## config.mk

```make
export PLATFORM = sky130hd
export DESIGN_NAME = apb_rr_master
export DESIGN_NICKNAME = d
export VERILOG_FILES = /design/src/rtl/apb_rr_master.sv
export SDC_FILE = /design/constraint.sdc
export NUM_CORES = 1
export LEC_CHECK = 0
export CAP_MARGIN = 0
export CORE_ASPECT_RATIO = 0.75
export CORE_MARGIN = 2
export CORE_UTILIZATION = 30
export DETAILED_ROUTE_END_ITERATION = 10
export DONT_BUFFER_PORTS = 1
export RECOVER_POWER = 25
export SLEW_MARGIN = 20
export SYNTH_ARGS = -nofsm -noshare
export SYNTH_HDL_FRONTEND = slang
export SYNTH_SLANG_ARGS = --single-unit
```

## constraint.sdc

```tcl
create_clock -name PCLK -period 2.66 [get_ports PCLK]
set_input_delay 0.532 -clock PCLK [delete_from_list [all_inputs] [get_ports PCLK]]
set_output_delay 0.532 -clock PCLK [all_outputs]
set_load 0.01 [all_outputs]
```

## src/rtl/apb_rr_master.sv

```systemverilog
// apb_rr_master: two-requester round-robin APB master, one transfer in flight.
// Define APB_TIMEOUT_EN to abort ACCESS phases that stall for TIMEOUT_CYC cycles.
module apb_rr_master #(
  parameter int AW          = 8,
  parameter int DW          = 32,
  parameter int RDATA_LAT   = 1,
  parameter int TIMEOUT_CYC = 16
) (
  input  logic            PCLK,
  input  logic            PRESETn,
  input  logic [1:0]      req_valid,
  input  logic [1:0]      req_write,
  input  logic [2*AW-1:0] req_addr,
  input  logic [2*DW-1:0] req_wdata,
  output logic [1:0]      req_ready,
  output logic [1:0]      rsp_valid,
  output logic [DW-1:0]   rsp_rdata,
  output logic            rsp_err,
  output logic            PSEL,
  output logic            PENABLE,
  output logic            PWRITE,
  output logic [AW-1:0]   PADDR,
  output logic [DW-1:0]   PWDATA,
  input  logic [DW-1:0]   PRDATA,
  input  logic            PREADY
);

  typedef enum logic [1:0] {
    S_IDLE,
    S_SETUP,
    S_ACCESS,
    S_RDWAIT
  } state_t;

  localparam bit RD_REG = (RDATA_LAT != 0);

  state_t          state_q, state_d;
  logic            last_q, last_d;
  logic            owner_q, owner_d;
  logic            psel_q, psel_d;
  logic            penable_q, penable_d;
  logic            pwrite_q, pwrite_d;
  logic [AW-1:0]   paddr_q, paddr_d;
  logic [DW-1:0]   pwdata_q, pwdata_d;
  logic [1:0]      rsp_valid_q, rsp_valid_d;
  logic [DW-1:0]   rsp_rdata_q, rsp_rdata_d;
  logic            rsp_err_q, rsp_err_d;

`ifdef APB_TIMEOUT_EN
  localparam int TW = $clog2(TIMEOUT_CYC + 1);
  logic [TW-1:0]   cnt_q, cnt_d;
`endif

  logic            grant;
  logic            win;
  logic [1:0]      owner_vec;

  // Round-robin pick; no grant while a response is being returned
  always_comb begin
    win   = (req_valid == 2'b11) ? ~last_q : req_valid[1];
    grant = (state_q == S_IDLE) && (rsp_valid_q == 2'b00)
            && (req_valid != 2'b00);
  end

  assign owner_vec = owner_q ? 2'b10 : 2'b01;
  assign req_ready = grant ? (win ? 2'b10 : 2'b01) : 2'b00;

  // Next-state and registered-output computation
  always_comb begin
    state_d     = state_q;
    last_d      = last_q;
    owner_d     = owner_q;
    pwrite_d    = pwrite_q;
    paddr_d     = paddr_q;
    pwdata_d    = pwdata_q;
    rsp_valid_d = 2'b00;
    rsp_rdata_d = '0;
    rsp_err_d   = 1'b0;
`ifdef APB_TIMEOUT_EN
    cnt_d       = cnt_q;
`endif
    unique case (state_q)
      S_IDLE: begin
        if (grant) begin
          state_d  = S_SETUP;
          last_d   = win;
          owner_d  = win;
          pwrite_d = win ? req_write[1] : req_write[0];
          paddr_d  = win ? req_addr[AW +: AW] : req_addr[0 +: AW];
          pwdata_d = win ? req_wdata[DW +: DW] : req_wdata[0 +: DW];
        end
      end
      S_SETUP: begin
        state_d = S_ACCESS;
`ifdef APB_TIMEOUT_EN
        cnt_d   = '0;
`endif
      end
      S_ACCESS: begin
        if (PREADY) begin
          if (!pwrite_q && RD_REG) begin
            state_d = S_RDWAIT;
          end else begin
            state_d     = S_IDLE;
            rsp_valid_d = owner_vec;
            rsp_rdata_d = pwrite_q ? '0 : PRDATA;
          end
        end
`ifdef APB_TIMEOUT_EN
        else begin
          cnt_d = cnt_q + TW'(1);
          if (cnt_d == TW'(TIMEOUT_CYC)) begin
            state_d     = S_IDLE;
            rsp_valid_d = owner_vec;
            rsp_err_d   = 1'b1;
          end
        end
`endif
      end
      S_RDWAIT: begin
        state_d     = S_IDLE;
        rsp_valid_d = owner_vec;
        rsp_rdata_d = PRDATA;
      end
      default: state_d = S_IDLE;
    endcase
    psel_d    = (state_d == S_SETUP) || (state_d == S_ACCESS);
    penable_d = (state_d == S_ACCESS);
  end

  // State and output registers
  always_ff @(posedge PCLK or negedge PRESETn) begin
    if (!PRESETn) begin
      state_q     <= S_IDLE;
      last_q      <= 1'b1;
      owner_q     <= 1'b0;
      psel_q      <= 1'b0;
      penable_q   <= 1'b0;
      pwrite_q    <= 1'b0;
      paddr_q     <= '0;
      pwdata_q    <= '0;
      rsp_valid_q <= 2'b00;
      rsp_rdata_q <= '0;
      rsp_err_q   <= 1'b0;
    end else begin
      state_q     <= state_d;
      last_q      <= last_d;
      owner_q     <= owner_d;
      psel_q      <= psel_d;
      penable_q   <= penable_d;
      pwrite_q    <= pwrite_d;
      paddr_q     <= paddr_d;
      pwdata_q    <= pwdata_d;
      rsp_valid_q <= rsp_valid_d;
      rsp_rdata_q <= rsp_rdata_d;
      rsp_err_q   <= rsp_err_d;
    end
  end

`ifdef APB_TIMEOUT_EN
  // ACCESS-phase stall counter
  always_ff @(posedge PCLK or negedge PRESETn) begin
    if (!PRESETn) cnt_q <= '0;
    else          cnt_q <= cnt_d;
  end
`endif

  assign PSEL      = psel_q;
  assign PENABLE   = penable_q;
  assign PWRITE    = pwrite_q;
  assign PADDR     = paddr_q;
  assign PWDATA    = pwdata_q;
  assign rsp_valid = rsp_valid_q;
  assign rsp_rdata = rsp_rdata_q;
  assign rsp_err   = rsp_err_q;

endmodule
```

Yosys cells after proc, flatten, opt, wreduce, memory -nomap -nowiden
Cells that the tools add are included.
- bits in registers: 81
- latch bits: 0
- bits in writable memories: 0
- memory bits (read-only): 0
- input port bits: 119
- output and inout bits: 80
- word-level logic and storage cells: 39
- memories: 0
- add/subtract/negate cells: 0
- multipliers: 0
- div/mod/pow operators: 0
- magnitude comparators: 0
- eq/ne operators: 6
- shifts and indexed selects: 0
- multiplexer cells: 15
- bitwise operators: 1
- reduce and logical (&&, ||, !) cells: 7
- operator list (cell ; count):
    $mux W32 ; 2
    $mux W2 ; 8
    $eq A2 B2 Y1 const B ; 4
    $mux W8 ; 1
    $pmux W2 S4 ; 1
    $eq A2 B1 Y1 const B ; 2
    $logic_not A2 Y1 ; 2
    $pmux W2 S2 ; 1
    $logic_and A1 B1 Y1 ; 2
    $mux W1 ; 2
    $reduce_and A2 Y1 ; 1
    $reduce_bool A2 Y1 ; 1
    $logic_or A1 B1 Y1 ; 1
    $not A1 Y1 ; 1

Depth between registers and ports, before layout
- word-level depth: 7
- mapped depth: 7
- depth with buffers taken out: 5

Worst setup path before layout
OpenSTA, ideal clock, no wires.
- kind: reg-to-output
- from: reg state_q[1]
- to: out req_ready[1]
- arrival time: 1.351 ns
- slack: 0.777 ns
- stages on the path, launching flop included: 6
- path buffers: 3
- cell sequence: dfrtp_1 > buf_6 > nor4_4 > and3_1 > buf_2 > buf_2
- word-level cells in the longest chain between the ends: 4
- RTL lines (element ; RTL line ; text):
    start: declaration ; 37 ; state_t state_q, state_d;
    start signal: assignment ; 146 ; state_q <= state_d;
    $logic_not A2 Y1 ; 61 ; grant = (state_q == S_IDLE) && (rsp_valid_q == 2'b00)
    $logic_and A1 B1 Y1 ; 61 ;
    $logic_and A1 B1 Y1 ; 62 ; && (req_valid != 2'b00);
    $mux W2 ; 66 ; assign req_ready = grant ? (win ? 2'b10 : 2'b01) : 2'b00;
    end: declaration ; 15 ; output logic [1:0] req_ready,
Every way passes these cells.

Worst setup path in the final report
- from: reg rsp_valid_q[1] (netlist: rsp_valid[1])
- to: out req_ready[0]
- word-level cells in the longest chain between the ends: 4
- RTL lines (element ; RTL line ; text):
    start: declaration ; 45 ; logic [1:0] rsp_valid_q, rsp_valid_d;
    start signal: assignment ; 154 ; rsp_valid_q <= rsp_valid_d;
    $logic_not A2 Y1 ; 61 ;
    $logic_and A1 B1 Y1 ; 61 ;
    $logic_and A1 B1 Y1 ; 62 ;
    $mux W2 ; 66 ;
Every way passes these cells.

==> flow_metrics.env <==
export IMPL_synth_commonest_cells="dfrtp_1, nand2_1, a221o_1"
export IMPL_n_antenna_cell=0
export IMPL_cap_violations=1
export IMPL_fin_crit_sh_pct=78.3
export IMPL_initial_utilization_pct=30.9
export IMPL_syn_cell_area_um2=3600
export IMPL_peakVddDrop_v=0.000397
export IMPL_drtPass1Iterations=4
export IMPL_die_area_um2=12900
export IMPL_ys_ff_latch=81
export IMPL_fmax_ghz=0.480
export IMPL_ctsLongestPathBuffers=2
export IMPL_yosysTopAreaCell="dfrtp_1"
export IMPL_worst_hold_slack_ns=0.0432
export IMPL_ant_nets=0
export IMPL_die_x_um=130
export IMPL_via_per_inst=5.21
export IMPL_clock_latency_ns=0.33
export IMPL_critPathMaxFanout=5
export IMPL_tightest_slew_ns=1.97
export IMPL_grt_overflow=0
export IMPL_fp_dieH_um=98.8
export IMPL_dp_slack_ns=0.593
export IMPL_utilization_pct=34.0
export IMPL_cp_slowest_stage_delay_ns=0.46
export IMPL_synth_top_area_share_pct=55.7
export IMPL_fin_cells=445
export IMPL_yosysWarnings=0
export IMPL_routedWlPerCell_um=19.5
export IMPL_fillCellCount=1150
export IMPL_wirelength_um=8680
export IMPL_dr_total_vias=2319
export IMPL_hold_class="primary input to async pin"
export IMPL_worst_r2r_path_depth=4
export IMPL_areaGrowthSynthToFinish_pct=10.4
export IMPL_cp_end_kind="primary output"
export IMPL_numPortBuffers=0
export IMPL_post_cts_buffers=0
export IMPL_maxSlewViolCount=81
export IMPL_skew_ns=0.00664
export IMPL_final_min_clock_period_ns=2.08
export IMPL_rsz0062_at_grt="false"
export IMPL_grt_pass1_vias=2384
export IMPL_crit_family="simple AND/OR/NAND/NOR gates"
export IMPL_path_depth=3
export IMPL_place_congestion=0.657
export IMPL_hold_viol=0
export IMPL_yosysMostFrequentCell="dfrtp_1"
export IMPL_synth_nets=415
export IMPL_cts_tree="yes"
export IMPL_path_cells="nor4_4, nand2_1, nor2_1"
export IMPL_critPathLaunchType="flop"
export IMPL_core_rowCount=34
export IMPL_dpl_hpwl_um=5740
export IMPL_track_usage_pct=13.4
export IMPL_violations="capacitance limit, slew limit"
export IMPL_synth_avg_cell_area_um2=12.2
export IMPL_synth_area_top_cells="dfrtp_1, a221o_1, nor3_2"
export IMPL_post_route_drc_count=0
export IMPL_worst_endpoint_required_ns=2.13
export IMPL_drt_initial_drc_count=105
export IMPL_crit_slowest_cell="dfrtp_1"
export IMPL_syn_inst=295
export IMPL_ys_async_sr_fraction_pct=100
export IMPL_clk_pin_slew_ns=0.06
export IMPL_fin_nets=399
export IMPL_critPathArrivalTime_ns=1.55
export IMPL_finalSetupViolCount=0
export IMPL_dp_cells=428
export IMPL_drive_gt1_share_pct=23.0
export IMPL_path_class="flop to primary output"
export IMPL_clkSinkCount=81
export IMPL_path_buf_inv=0
export IMPL_setup_tns_ns=0
export IMPL_floorplan_core_area_um2=11700
export IMPL_setup_slack_ns=0.577
export IMPL_grt_max_degree=81
export IMPL_antenna_found_initial=0
export IMPL_p_leak_nw=1.83
export IMPL_cts_root_buf="clkbuf_16"
export IMPL_cts_buffers_inserted=9
export IMPL_synthFlopType="dfrtp_1"
export IMPL_relSlewSlack_pct=-31.5
export IMPL_post_cts_resized=0
export IMPL_synth_edf_count=0
export IMPL_pin_count=199
export IMPL_grt_pass1_wl_um=13100
export IMPL_status="finished, violations left"
export IMPL_yosysSeqAreaShare_pct=56.4
export IMPL_ctsHtreeMaxLevel=3
export IMPL_power_density_nw_per_um2=1280
export IMPL_yosys_cell_types_count=26
-- report_power, final --
group	switching, mW	internal [mW]
Combinational	0.883	0.673
Clock	0.467	0.842
Sequential	0.510	1.69
Total	1.86	3.20
-- placed cells by master, fill, tap and decap left out, types with 2 or more instances in the layout --
cell type,Yosys,layout
o21ai_0,2,2
and2_1,2,2
clkbuf_1,11,2
nor3_2,40,40
bufinv_16,0,2
nor2_1,3,3
nand2_1,44,44
a221o_1,41,41
and3_1,33,32
dfrtp_1,80,80
clkbuf_16,0,9
buf_4,5,3
inv_1,3,3
-- stage by stage --
step	instance area, um^2	power [mW]
after detailed placement	3620	3.74
after global placement	3620	3.68
after CTS	3960	5.11
after global routing	3970	5.40
final	3970	5.06
after floorplan	3600	3.56
-- worst reg2reg max path, cell delays in order (launching register included) --
cell	delay, ns
dfrtp_1	0.41
buf_4	0.24
or4_4	0.88
nor3_2	0.32
a221o_1	0.14
-- registers in the layout (all words and copies together) (netlist names), 2 cells and up --
| signal | cells |
|---|---|
| PWDATA | 32 |
| rsp_valid | 2 |
| rsp_rdata | 32 |
| state_q | 2 |
| PADDR | 8 |
-- layout make-up --
| type | instances | area [um^2] | area share, % |
|---|---|---|---|
| clock inverter | 3 | 65.1 | 1.64 |
| tap | 162 | 203 | 5.11 |
| timing repair buffer | 6 | 75.1 | 1.89 |
| multi-input combinational | 178 | 1340 | 33.8 |
| inverter | 3 | 11.3 | 0.284 |
| sequential | 81 | 2030 | 51.1 |
| clock buffer | 12 | 246 | 6.21 |
-- cells by family (layout without fill, tap and decap cells) --
| logic type | Yosys count | in the layout | synth area share, % |
|---|---|---|---|
| AOI/OAI and AO/OA | 47 | 47 | 12.5 |
| adders and majority gates | 1 | 1 | 0.348 |
| buffers and inverters | 36 | 24 | 6.79 |
| DFF | 81 | 81 | 56.4 |
| other | 1 | 1 | 0.104 |
| and+or+nand+nor | 129 | 129 | 23.9 |
-- worst paths after layout --
check / slack (ns) / to / startpoint
setup / recovery: 0.58 / req_ready[0] / rsp_valid[1]
hold reg to reg: 0.47 / rsp_valid[0] / owner_q
min in group PCLK: 0.27 / last_q / req_valid[0]
max in group asynchronous: 0.75 / PWDATA[2] / PRESETn
setup reg to reg: 0.61 / PWDATA[1] / state_q[1]
hold / removal: 0.04 / last_q / PRESETn
-- metal layers --
metal / routed length, um / GRT usage [%]
met4: 121 / 4.99
met3: 894 / 5.59
met2: 4230 / 21.9
met1: 3440 / 15.8
met5: 0 / 0
-- what timing repair did --
action                                  CTS  global route
hold endpoints to repair                 80             0
hold buffers                              1             0
endpoints found under the setup margin    0             0
(Power assumes the default switching activity.)
